<file path="src/rtl/last_key.sv">
// Reports the index of the most recently pressed key line and whether any key is held.
// A press is a 0->1 edge on a line; when several lines rise together the lowest index wins.
module last_key #(
   parameter int N_KEYS = 24,
   parameter int KEY_W  = 5
) (
   input  logic              clk,
   input  logic              rst,
   input  logic [N_KEYS-1:0] keys,
   output logic [KEY_W-1:0]  key,
   output logic              press
);

   logic [N_KEYS-1:0] prev_q;
   logic [N_KEYS-1:0] prev_d;
   logic [KEY_W-1:0]  key_q;
   logic [KEY_W-1:0]  key_d;
   logic              press_q;
   logic              press_d;
   logic [N_KEYS-1:0] rise_s;

   // Lowest set bit of vec, scanned from the top so the lowest index is written last.
   function automatic logic [KEY_W-1:0] lowest_idx(input logic [N_KEYS-1:0] vec);
      logic [KEY_W-1:0] idx;
      idx = {KEY_W{1'b0}};
      for (int i = N_KEYS - 1; i >= 0; i--) begin
         if (vec[i]) begin
            idx = KEY_W'(i);
         end
      end
      return idx;
   endfunction

   // Next-state logic: edge detect and newest-press selection.
   always_comb begin
      rise_s  = keys & ~prev_q;
      prev_d  = keys;
      press_d = |keys;
      if (rise_s != {N_KEYS{1'b0}}) begin
         key_d = lowest_idx(rise_s);
      end else begin
         key_d = key_q;
      end
   end

   // State registers with synchronous reset.
   always_ff @(posedge clk) begin
      if (rst) begin
         prev_q  <= {N_KEYS{1'b0}};
         key_q   <= {KEY_W{1'b0}};
         press_q <= 1'b0;
      end else begin
         prev_q  <= prev_d;
         key_q   <= key_d;
         press_q <= press_d;
      end
   end

   assign key   = key_q;
   assign press = press_q;

endmodule

</file>
<file path="config.mk">
export PLATFORM = sky130hd
export DESIGN_NAME = last_key
export DESIGN_NICKNAME = d
export VERILOG_FILES = /design/src/rtl/last_key.sv
export SDC_FILE = /design/constraint.sdc
export NUM_CORES = 1
export LEC_CHECK = 0
export CORE_UTILIZATION = 33
export CTS_CLUSTER_SIZE = 10
export DETAILED_ROUTE_END_ITERATION = 8
export GPL_ROUTABILITY_DRIVEN = 0
export PLACE_DENSITY = 0.68
export REMOVE_ABC_BUFFERS = 1
export SETUP_SLACK_MARGIN = 0.05
export SLEW_MARGIN = 15
export SYNTH_ARGS = -nofsm -noshare
export SYNTH_HDL_FRONTEND = slang
export SYNTH_SLANG_ARGS = --single-unit
export TNS_END_PERCENT = 1
</file>
<file path="constraint.sdc">
create_clock -name clk -period 3.64 [get_ports clk]
set_input_delay 0.728 -clock clk [delete_from_list [all_inputs] [get_ports clk]]
set_output_delay 0.728 -clock clk [all_outputs]
set_load 0.01 [all_outputs]
</file>
# After elaboration in Yosys (flattened, before gate mapping)
# Cells that the tools add are included.
word_totals:
  ff_bits: 30
  input_bits: 26
  out_inout_bits: 6
  word_cells: 31
op_classes:
  muxes: 24
  bitwise: 2
  reduce_logical: 2
op_table:
  columns: ["op", "count"]
  rows:
  - ["5-bit two-way mux", 24]
  - ["24-bit AND", 1]
  - ["24-bit inverter", 1]
  - ["24-bit nonzero test", 1]
  - ["24-bit OR reduction", 1]

# Logic depth before layout (Yosys ltp)
# Gate-level depths: netlist of run 1.
logic_depth:
  word_depth: 26
  depth_mapped: 6
  ltp_nobuf: 6

# Worst setup path before layout of run 1
# No wires, ideal clock.
synth_timing:
  path_type: "in2reg"
  startpoint: "in keys[6]"
  endpoint: "reg key_q[0] (netlist: key[0])"
  setup_ps: 117
  arrival_time_ps: 1647
  t_required_ps: 3523
  slack_ps: 1876
  cell_stages: 5
  path_buffers: 0
  path_cell_list: "nor2b_4 -> nand4b_4 -> nor4b_4 -> nand3_2 -> o22a_1"
synth_via:
  elab_chain_len: 8
  word_cells_on_any_way: 9
  classes_between: "7 x mux; 1 x bitwise; 1 x reduce/logical"
synth_lines:
  columns: ["element", "line", "source"]
  rows:
  - ["start, declared", "9", "input logic [N_KEYS-1:0] keys,"]
  - ["24-bit AND *", "36", "rise_s = keys & ~prev_q;"]
  - ["5-bit two-way mux (7 in a row)", "27", "if (vec[i]) begin"]
  - ["end signal, assigned", "50", "key_q <= {KEY_W{1'b0}};"]
  - ["end signal, assigned", "54", "key_q <= key_d;"]
  - ["end, declared", "16", "logic [KEY_W-1:0] key_q;"]
# Every way passes the cells marked *; elsewhere a longest branch is shown, timed or not.
# A chain may end at the register's enable or synchronous reset.

# Final worst setup path of run 1
layout_timing:
  startpoint: "in keys[22]"
  endpoint: "reg key_q[0] (netlist: key[0])"
layout_via:
  elab_chain_len: 24
  word_cells_on_any_way: 25
  classes_between: "23 x mux; 1 x bitwise; 1 x reduce/logical"
layout_lines:
  columns: ["element", "line"]
  rows:
  - ["24-bit AND *", "36"]
  - ["5-bit two-way mux (23 in a row)", "27"]
# Marked as above.

==> metrics.yaml, run 1 <==
global_routing:
  grt.overflow.total: 0
  grt_first_pass_wirelength_um: 4590
  grt_start_max_net_pins: 19
  grt_usage_pct: 14.6
  antenna_found_initial: 0
  grt_pass1_vias: 1019
critical_path:
  crit_fanout: 3
  required_ns: 3.82
  r2r-start: "prev_q[22]$_SDFF_PP0_"
  ff2ff_setup_slack_ns: 2.16
  critPathKind: "input pin to flip-flop"
  start_kind: "input pin"
  rr_endpoint: "key[0]$_SDFFE_PP0P_"
  worst-r2r-cell-count: 6
  endpoint_kind: "flip-flop"
  worstPathArrival_ns: 2.25
pwr:
  pwr-share-clk_pct: 34.1
  leakagePower_nw: 0.694
  p_per_area_nw_per_um2: 390
  seqPwrFrac_pct: 49.5
  swShare_pct: 23.9
  p_sw_mw: 0.170
  internal-power_mw: 0.539
  power_mw: 0.709
  combPwrFrac_pct: 16.4
  max-vdd-ir-drop_mv: 0.216
logic_synthesis:
  ys.flop_type: "dfxtp_1"
  synth-xor-area-share_pct: 0
  synth_top_family_by_area: "simple AND/OR/NAND/NOR gates"
  syn_area_per_cell_um2: 9.23
  synth_mux_area_share_pct: 0
  syn-instance-count: 149
  ys_ff_latch: 30
  mappedNetlistArea_um2: 1380
  synthAdderAreaFrac_pct: 0
  synth_edf_count: 0
  synthSimpleGateAreaFrac_pct: 42.5
  ys_warn_count: 0
  seq_area_frac_synth_pct: 43.7
  synth_cell_type_count: 40
  synth-compound-area-share_pct: 11.3
  async_flop_share_pct: 0
floorplanning:
  ioPinCount: 32
  rows: 23
  die_h_um: 66.6
  initial_core_util_pct: 34.4
  design.core.area_um2: 4000
  die_w_um: 66.6
  dieArea_um2: 4430
place:
  dp_hpwl_um: 2200
  io_buffers: 31
finish:
  nets: 211
  drive_gt1_share_pct: 9.19
  areaGrowthSynthToFinish_pct: 32.3
  fill_cells: 401
  seq_area_um2: 601
  antenna_cells: 0
  multiInputGateArea_um2: 739
flow_run:
  drv_cap: 0
hold_path:
  whs_path_depth: 2
  whs_endpoint: "key[1]$_SDFFE_PP0P_"
  holdCritPathClass: "flip-flop to flip-flop"
  min_from: "key[1]$_SDFFE_PP0P_"
clock_tree:
  cts_resized: 0
  cts.sinks: 30
  numCtsBuffers: 5
  clk_latency_ns: 0.28
  cts_setup_buffers: 0
  cts_tree: "built"
  root_buffer: "clkbuf_8"
  ctsHoldBuffers: 0
  clk_pin_slew_ns: 0.06
  clk_path_buf_depth: 2
  htreeDepth: 2
timing:
  period_share_pct: 57.1
  finalHoldViolCount: 0
  drv_slew: 0
  fmax_mhz: 481
  worstMarginPinSlew_ns: 0.691
  rsz0062_at_grt: "no"
  clock-skew-final_ns: 0.00668
  finalSetupViolCount: 0
  max_slew_margin_pct: 53.8
  fin_crit_ns: 2.08
  fin_tns_setup_ns: 0
  whs_ns: 0.471
route:
  routed_wl_um: 2780
  vias_per_cell: 4.77
  vias: 1120
  drt_iter0_markers: 37
  drtAntennaViolNets: 0
  drc: 0
  first_pass_iters: 4
  wl_per_cell_um: 11.8
status:
  outcome: "complete, no violations"
flip-flops by register name, summed over array words and instances, names as in the netlist:
name    flops
prev_q     24
key         5
press       1
how the worst max path moves through the flow:
stage / from / endpoint / slack (ns) / depth (start not counted)
6_report: keys[22] / key[0]$_SDFFE_PP0P_ / 1.56 / 7
5_1_grt: rst / key[0]$_SDFFE_PP0P_ / 1.42 / 5
4_1_cts: keys[22] / key[0]$_SDFFE_PP0P_ / 1.54 / 7
3_5_place_dp: keys[22] / key[0]$_SDFFE_PP0P_ / 1.24 / 7
3_3_place_gp: keys[22] / key[0]$_SDFFE_PP0P_ / 1.28 / 7
2_1_floorplan: keys[6] / key[0]$_SDFFE_PP0P_ / 1.88 / 5
power groups by stage:
stage,Sequential [mW],Combinational [mW],Clock (mW)
floorplan,0.358,0.0593,0
global placement,0.358,0.116,0
finish,0.351,0.116,0.242
global route,0.352,0.128,0.271
CTS,0.351,0.117,0.247
detailed placement,0.358,0.117,0
stage by stage:
| step | worst slack, ns | cell area (um2) | utilization, % | std cells |
|---|---|---|---|---|
| 6_report | 1.56 | 1820 | 45.5 | 235 |
| 5_1_grt | 1.42 | 1820 | 45.5 | 235 |
| 4_1_cts | 1.54 | 1820 | 45.5 | 235 |
| 3_5_place_dp | 1.24 | 1740 | 43.6 | 228 |
| 3_3_place_gp | 1.28 | 1740 | 43.6 | 228 |
| 2_1_floorplan | 1.88 | 1360 | - | 146 |
worst max-delay path, stage by stage:
cell	delay [ns]
clkdlybuf4s50_1	0.50
nand2b_1	0.10
a311oi_1	0.31
o21bai_1	0.12
a211oi_1	0.26
a211oi_1	0.07
o22a_1	0.18
cell usage in the layout (no fill, tap or decap), drive strengths merged, types with 3 or more instances in the layout:
cell type	netlist	routed
clkdlybuf4s50	0	31
dfxtp	30	30
nor2b	28	28
nand2b	19	19
nand2	11	11
clkbuf	1	7
inv	6	6
nor4	6	6
nor2	5	5
a21oi	4	4
nand3	4	4
o21ai	4	4
a211oi	3	3
cells by family after synthesis:
group,count (synthesis)
compound gates,23
buf+inv,9
flops,30
simple gates,87
layer usage:
metal | GRT usage, % | vias to the layer above | share of wire [%]
li1 | - | 590 | -
met2 | 20.5 | 26 | 44
met1 | 18.2 | 497 | 49
met5 | 0 | - | 0
met3 | 6.34 | 7 | 4.1
met4 | 8.78 | 0 | 2.8
Yosys cell counts (all sizes together), types with 3 or more instances:
cell type | n | area, um2
a21oi | 4 | 20.0
nor4 | 6 | 37.5
nor2b | 28 | 190
nand3 | 4 | 25.0
a211oi | 3 | 22.5
nand2b | 19 | 124
dfxtp | 30 | 601
o21ai | 4 | 20.0
nand2 | 11 | 41.3
inv | 6 | 22.5
nor2 | 5 | 18.8
cell type report:
class,instances,area share [%]
inverter,6,1.24
sequential,30,33.0
clock buffer,7,4.20
timing repair buffer,32,17.5
multi-input combinational,110,40.6
tap,50,3.44
(Power assumes the default switching activity.)
==> inputs of run 2 (changes only) <==
--- a/config.mk
+++ b/config.mk
@@ -9,7 +9,7 @@
 export CTS_CLUSTER_SIZE = 10
 export DETAILED_ROUTE_END_ITERATION = 8
 export GPL_ROUTABILITY_DRIVEN = 0
-export PLACE_DENSITY = 0.68
+export PLACE_DENSITY = 0.7
 export REMOVE_ABC_BUFFERS = 1
 export SETUP_SLACK_MARGIN = 0.05
 export SLEW_MARGIN = 15
==> constraint.sdc (replaced) <==
create_clock -name clk -period 1.8 [get_ports clk]
set_input_delay 0.36 -clock clk [delete_from_list [all_inputs] [get_ports clk]]
set_output_delay 0.36 -clock clk [all_outputs]
set_load 0.01 [all_outputs]
==> run 2 against run 1 <==
Effect of this change: sequential power grew 100%; sequential share of layout area shrank 4.6 points; global-route usage grew 1.7 points; first-iteration DRC count grew 5.4%; core utilization grew 7.3 points; clock skew shrank 0.0022 ns; total power grew 130%; via count grew 12%; flip-flop and latch count is the same; setup slack lost 1.4 ns; cell count grew 14%; clock-buffer cell count grew 1; largest cell class unchanged.
==> metrics.yaml, run 2 (synthesized netlist as in run 1, its figures left out) <==
critical_path:
  crit_fanout: 4  # +1
  start_kind: "input pin"
  endpoint_kind: "flip-flop"
  rr_endpoint: "key[0]$_SDFFE_PP0P_"
  ff2ff_setup_slack_ns: 0.34  # -1.82 ns
  critPathKind: "input pin to flip-flop"
  worst-r2r-cell-count: 6  # unchanged
  r2r-start: "prev_q[22]$_SDFF_PP0_"
  required_ns: 2.03  # -1.79 ns
  worstPathArrival_ns: 1.90  # -0.35 ns
timing:
  fmax_mhz: 600
  max_slew_margin_pct: 77.8  # +24 points
  drv_slew: 0  # unchanged
  finalHoldViolCount: 0  # unchanged
  period_share_pct: 92.5
  fin_tns_setup_ns: 0  # unchanged
  clock-skew-final_ns: 0.00448  # -0.00219 ns
  finalSetupViolCount: 0  # unchanged
  fin_crit_ns: 1.67
  rsz0062_at_grt: "yes"
  worstMarginPinSlew_ns: 0.332  # -0.358 ns
route:
  drc: 0  # unchanged
  wl_per_cell_um: 11.5  # -2.8%
  routed_wl_um: 3090  # +11%
  vias: 1252  # +12%
  drt_iter0_markers: 39  # +5.4%
  drtAntennaViolNets: 0  # unchanged
  first_pass_iters: 4  # unchanged
  vias_per_cell: 4.67  # -2.0%
global_routing:
  grt_pass1_vias: 1182  # +16%
  grt.busiest_layer: "met2"
  grtUsageMet1_pct: 20.9  # +2.7 points
  grt_usage_pct: 16.4  # +1.7 points
  grt_start_max_net_pins: 30  # +11
  globalRouteMet3Util_pct: 4.62  # -1.7 points
  antenna_found_initial: 0  # unchanged
  grt_first_pass_wirelength_um: 5280  # +15%
  grt.overflow.total: 0  # unchanged
  met2_usage_pct: 24.7  # +4.3 points
place:
  dp_hpwl_um: 2440  # +11%
  io_buffers: 31  # unchanged
clock_tree:
  cts_setup_buffers: 0  # unchanged
  root_buffer: "clkbuf_8"
  htreeDepth: 2  # unchanged
  clk_path_buf_depth: 2  # unchanged
  cts_tree: "built"
  clk_pin_slew_ns: 0.06  # about the same
  clk_latency_ns: 0.28  # about the same
  cts.sinks: 30  # unchanged
  numCtsBuffers: 5  # unchanged
floorplanning:
  design.core.area_um2: 4000  # unchanged
  ioPinCount: 32  # unchanged
  initial_core_util_pct: 34.4  # unchanged
  die_w_um: 66.6  # unchanged
  die_h_um: 66.6  # unchanged
  rows: 23  # unchanged
  dieArea_um2: 4430  # unchanged
finish:
  areaGrowthSynthToFinish_pct: 53.6
  nets: 243  # +15%
  final_common_cell: "buf_4"
  drive_gt1_share_pct: 25.2  # +16 points
  layout_common_cells: "buf_4, clkdlybuf4s50_1, dfxtp_1"
  final_util_pct: 52.8  # +7.3 points
  largest_register: "prev_q"
  antenna_cells: 0  # unchanged
  largest_reg_flops: 24  # unchanged
hold_path:
  whs_endpoint: "prev_q[21]$_SDFF_PP0_"
  holdCritPathClass: "input pin to flip-flop"
  min_from: "keys[21]"
  whs_path_depth: 2  # unchanged
pwr:
  max-vdd-ir-drop_mv: 0.551  # +150%
  p_per_area_nw_per_um2: 776  # +99%
  leakagePower_nw: 0.876  # +26%
flow_run:
  drv_cap: 0  # unchanged
status:
  outcome: "complete, no violations"
-- run 2: area by class of cell --
cell class | count | area, um2
Clock buffer | 8 | 110
Multi-Input combinational cell | 110 | 756
Sequential cell | 30 | 601
Tap cell | 50 | 62.6
Timing Repair Buffer | 64 | 561
Inverter | 6 | 22.5
Fill cell | 373 | 1890
-- run 2: worst max path at each step --
stage / from / to
6_report: keys[7] / key[0]$_SDFFE_PP0P_
5_1_grt: keys[22] / key[0]$_SDFFE_PP0P_
4_1_cts: keys[21] / key[2]$_SDFFE_PP0P_
3_5_place_dp: keys[21] / key[2]$_SDFFE_PP0P_
3_3_place_gp: keys[21] / key[2]$_SDFFE_PP0P_
2_1_floorplan: keys[6] / key[0]$_SDFFE_PP0P_
-- run 2: timing repair --
item | in CTS | in global routing
hold buffers | 0 | 0
endpoints found under the setup margin | 0 | 3
gates resized for setup | 0 | 4
-- run 2: critical path: stages --
cell and delay (ns):
clkdlybuf4s50_1 0.45, or2b_2 0.22, nand4b_4 0.11, nor4b_4 0.32, nand3_2 0.16, a21oi_1 0.15
o22a_1 0.13
-- run 2: where the power goes --
part	switching, mW	internal, mW	total [mW]	leakage, nW
sequential	0.0109	0.699	0.710	0.249
clock	0.245	0.385	0.630	0.0575
combinational	0.124	0.175	0.299	0.569
-- run 2: metrics by stage --
stage | power [mW] | instances | setup slack (ns) | instance area (um2) | hold WS [ns]
4_1_cts | 1.65 | 268 | 0.119 | 2090 | 0.470
3_5_place_dp | 1.02 | 260 | -0.168 | 1980 | 0.461
2_1_floorplan | 0.845 | 146 | 0.404 | 1360 | 0.427
6_report | 1.64 | 268 | 0.134 | 2110 | 0.381
3_3_place_gp | 1.01 | 260 | -0.140 | 1980 | 0.455
5_1_grt | 1.72 | 268 | 0.0271 | 2110 | 0.390
-- run 2: metal layers --
layer  share of wire (%)  routed length [um]
met5                   0                   0
met4                 1.7                  51
met3                 3.6                 110
met2                  49                1520
met1                  46                1410
==> inputs of run 3 (changes only) <==
--- a/config.mk
+++ b/config.mk
@@ -5,11 +5,12 @@
 export SDC_FILE = /design/constraint.sdc
 export NUM_CORES = 1
 export LEC_CHECK = 0
+export ABC_CLOCK_PERIOD_IN_PS = 1800
 export CORE_UTILIZATION = 33
-export CTS_CLUSTER_SIZE = 10
+export CTS_CLUSTER_SIZE = 16
 export DETAILED_ROUTE_END_ITERATION = 8
 export GPL_ROUTABILITY_DRIVEN = 0
-export PLACE_DENSITY = 0.7
+export PLACE_DENSITY = 0.61
 export REMOVE_ABC_BUFFERS = 1
 export SETUP_SLACK_MARGIN = 0.05
 export SLEW_MARGIN = 15
==> run 3 against run 2 <==
Effect of this change: sequential share of layout area grew 0.98 points; first-iteration DRC count increased by 38%; design area decreased by 3.3%; fmax decreased by 4.2%; total power down 5.2%; setup slack worse by 0.073 ns; cell count shrank 1.9%; clock power decreased by 12%; non-clock buffer count is 5 lower; die area stayed put; global-route usage up 0.34 points; routed wire length is 4.3% higher; critical path type unchanged; largest cell class unchanged.
==> metrics.yaml, run 3 (synthesized netlist as in run 1, its figures left out) <==
status:
  outcome: "complete, no violations"
clock_tree:
  root_buffer: "clkbuf_8"
  cts.sinks: 30  # unchanged
  clk_path_buf_depth: 2  # unchanged
  ctsHoldBuffers: 0  # unchanged
  clk_latency_ns: 0.28  # about the same
  cts_tree: "built"
  cts_resized: 0  # unchanged
  numCtsBuffers: 5  # unchanged
  htreeDepth: 2  # unchanged
  clk_pin_slew_ns: 0.06  # about the same
  cts_setup_buffers: 0  # unchanged
critical_path:
  slowest_stage: "clkdlybuf4s50_1"
  worst-r2r-cell-count: 6  # unchanged
  endpoint_kind: "flip-flop"
  path_buf_inv: 1  # unchanged
  required_ns: 1.99  # -0.04 ns
  path_cells: "clkdlybuf4s50_1 > nor2b_4 > and4b_1 > or3_1 > a21oi_1 > nor2_1 > o32ai_1"
  start_kind: "input pin"
  worstPathArrival_ns: 1.93  # +0.03 ns
  critPathTopFamily: "simple AND/OR/NAND/NOR gates"
  crit_fanout: 3  # -1
  ff2ff_setup_slack_ns: 0.32  # -0.02 ns
  critPathKind: "input pin to flip-flop"
  cpPeakStageDelay_ns: 0.49  # +0.04 ns
  cp.depth: 7  # unchanged
route:
  routed_wl_um: 3220  # +4.3%
  drc: 0  # unchanged
  drtAntennaViolNets: 0  # unchanged
  vias: 1267  # +1.2%
  wl_per_cell_um: 12.2  # +6.3%
  vias_per_cell: 4.82  # +3.1%
  first_pass_iters: 4  # unchanged
  drt_iter0_markers: 54  # +38%
pwr:
  max-vdd-ir-drop_mv: 0.419  # -24%
  p_per_area_nw_per_um2: 760  # -2.0%
  leakagePower_nw: 0.833  # -4.9%
timing:
  worstMarginPinSlew_ns: 0.430  # +0.0977 ns
  drv_slew: 0  # unchanged
  max_slew_margin_pct: 71.1  # -6.7 points
  fin_ws_ns: 0.0618  # -0.0726 ns
  period_share_pct: 96.6  # +4.0 points
  fin_crit_ns: 1.74  # +0.0726 ns
  fmax_mhz: 575  # -4.2%
  whs_ns: 0.476  # +0.0946 ns
  clock-skew-final_ns: 0.00307  # -0.00142 ns
  finalHoldViolCount: 0  # unchanged
  finalSetupViolCount: 0  # unchanged
  rsz0062_at_grt: "yes"
finish:
  antenna_cells: 0  # unchanged
  final_util_pct: 51.0  # -1.8 points
  layout_common_cells: "clkdlybuf4s50_1, dfxtp_1, buf_4"
  largest_reg_flops: 24  # unchanged
  largest_register: "prev_q"
  drive_gt1_share_pct: 22.1  # -3.2 points
  areaGrowthSynthToFinish_pct: 48.5
  nets: 238  # -2.1%
  fin_cells: 263  # -1.9%
  final_common_cell: "clkdlybuf4s50_1"
  post-route-cell-area_um2: 2040  # -3.3%
global_routing:
  grt_pass1_vias: 1231  # +4.1%
  grt_start_max_net_pins: 30  # unchanged
  grt_first_pass_wirelength_um: 5380  # +1.8%
  grt.overflow.total: 0  # unchanged
  grt_usage_pct: 16.7  # +0.34 points
  antenna_found_initial: 0  # unchanged
place:
  pre_cts_slack_ns: -0.172  # -0.00453 ns
  io_buffers: 31  # unchanged
  dp_cells: 255  # -1.9%
  dp_hpwl_um: 2550  # +4.6%
  dpl_cell_area_um2: 1950  # -1.9%
flow_run:
  drv_cap: 0  # unchanged
floorplanning:
  dieArea_um2: 4430  # unchanged
  design.core.area_um2: 4000  # unchanged
  die_h_um: 66.6  # unchanged
  initial_core_util_pct: 34.4  # unchanged
  ioPinCount: 32  # unchanged
  die_w_um: 66.6  # unchanged
  rows: 23  # unchanged
hold_path:
  whs_path_depth: 2  # unchanged
  holdCritPathClass: "flip-flop to flip-flop"
## run 3: changes by cell type in the layout (fill, tap and decap cells not counted), sizes merged
| cell | before | now |
|---|---|---|
| buf | 33 | 28 |
| clkbuf | 8 | 7 |
| clkdlybuf4s50 | 30 | 31 |
| clkinv | 0 | 1 |
| dlymetal6s2s | 1 | 0 |
## run 3: cell type report
class / instances / area [um2]
Sequential cell: 30 / 601
Inverter: 6 / 22.5
Tap cell: 50 / 62.6
Timing Repair Buffer: 59 / 520
Fill cell: 390 / 1960
Multi-Input combinational cell: 110 / 744
Clock buffer: 7 / 86.3
Clock inverter: 1 / 5.00
## run 3: through the flow
step | TNS, ns | power, mW
global route | 0 | 1.63
finish | 0 | 1.55
detailed placement | -0.529 | 1.01
floorplan | 0 | 0.845
global placement | -0.386 | 1.00
CTS | 0 | 1.56
## run 3: routing by layer
layer / vias to the layer above / GRT usage (%) / wire length (um)
met5: - / 0 / 0
met4: 0 / 7.71 / 52
met3: 7 / 5.82 / 142
met2: 34 / 26.9 / 1580
met1: 584 / 19.7 / 1440
li1: 642 / - / -
## run 3: power by group
group	switching (mW)	internal (mW)	leakage, nW
clock	0.247	0.308	0.0482
combinational	0.121	0.166	0.536
sequential	0.0114	0.699	0.249
## run 3: worst min-delay path: stages (launching register included)
cell and delay, ns:
dfxtp_1 0.31, nand2_1 0.06, a211oi_1 0.06
## run 3: final timing paths
kind                                            start             endpoint
worst max-delay path                         keys[21]  key[2]$_SDFFE_PP0P_
worst min-delay path              key[3]$_SDFFE_PP0P_  key[3]$_SDFFE_PP0P_
worst max register to register  prev_q[22]$_SDFF_PP0_  key[2]$_SDFFE_PP0P_
worst min register to register    key[3]$_SDFFE_PP0P_  key[3]$_SDFFE_PP0P_
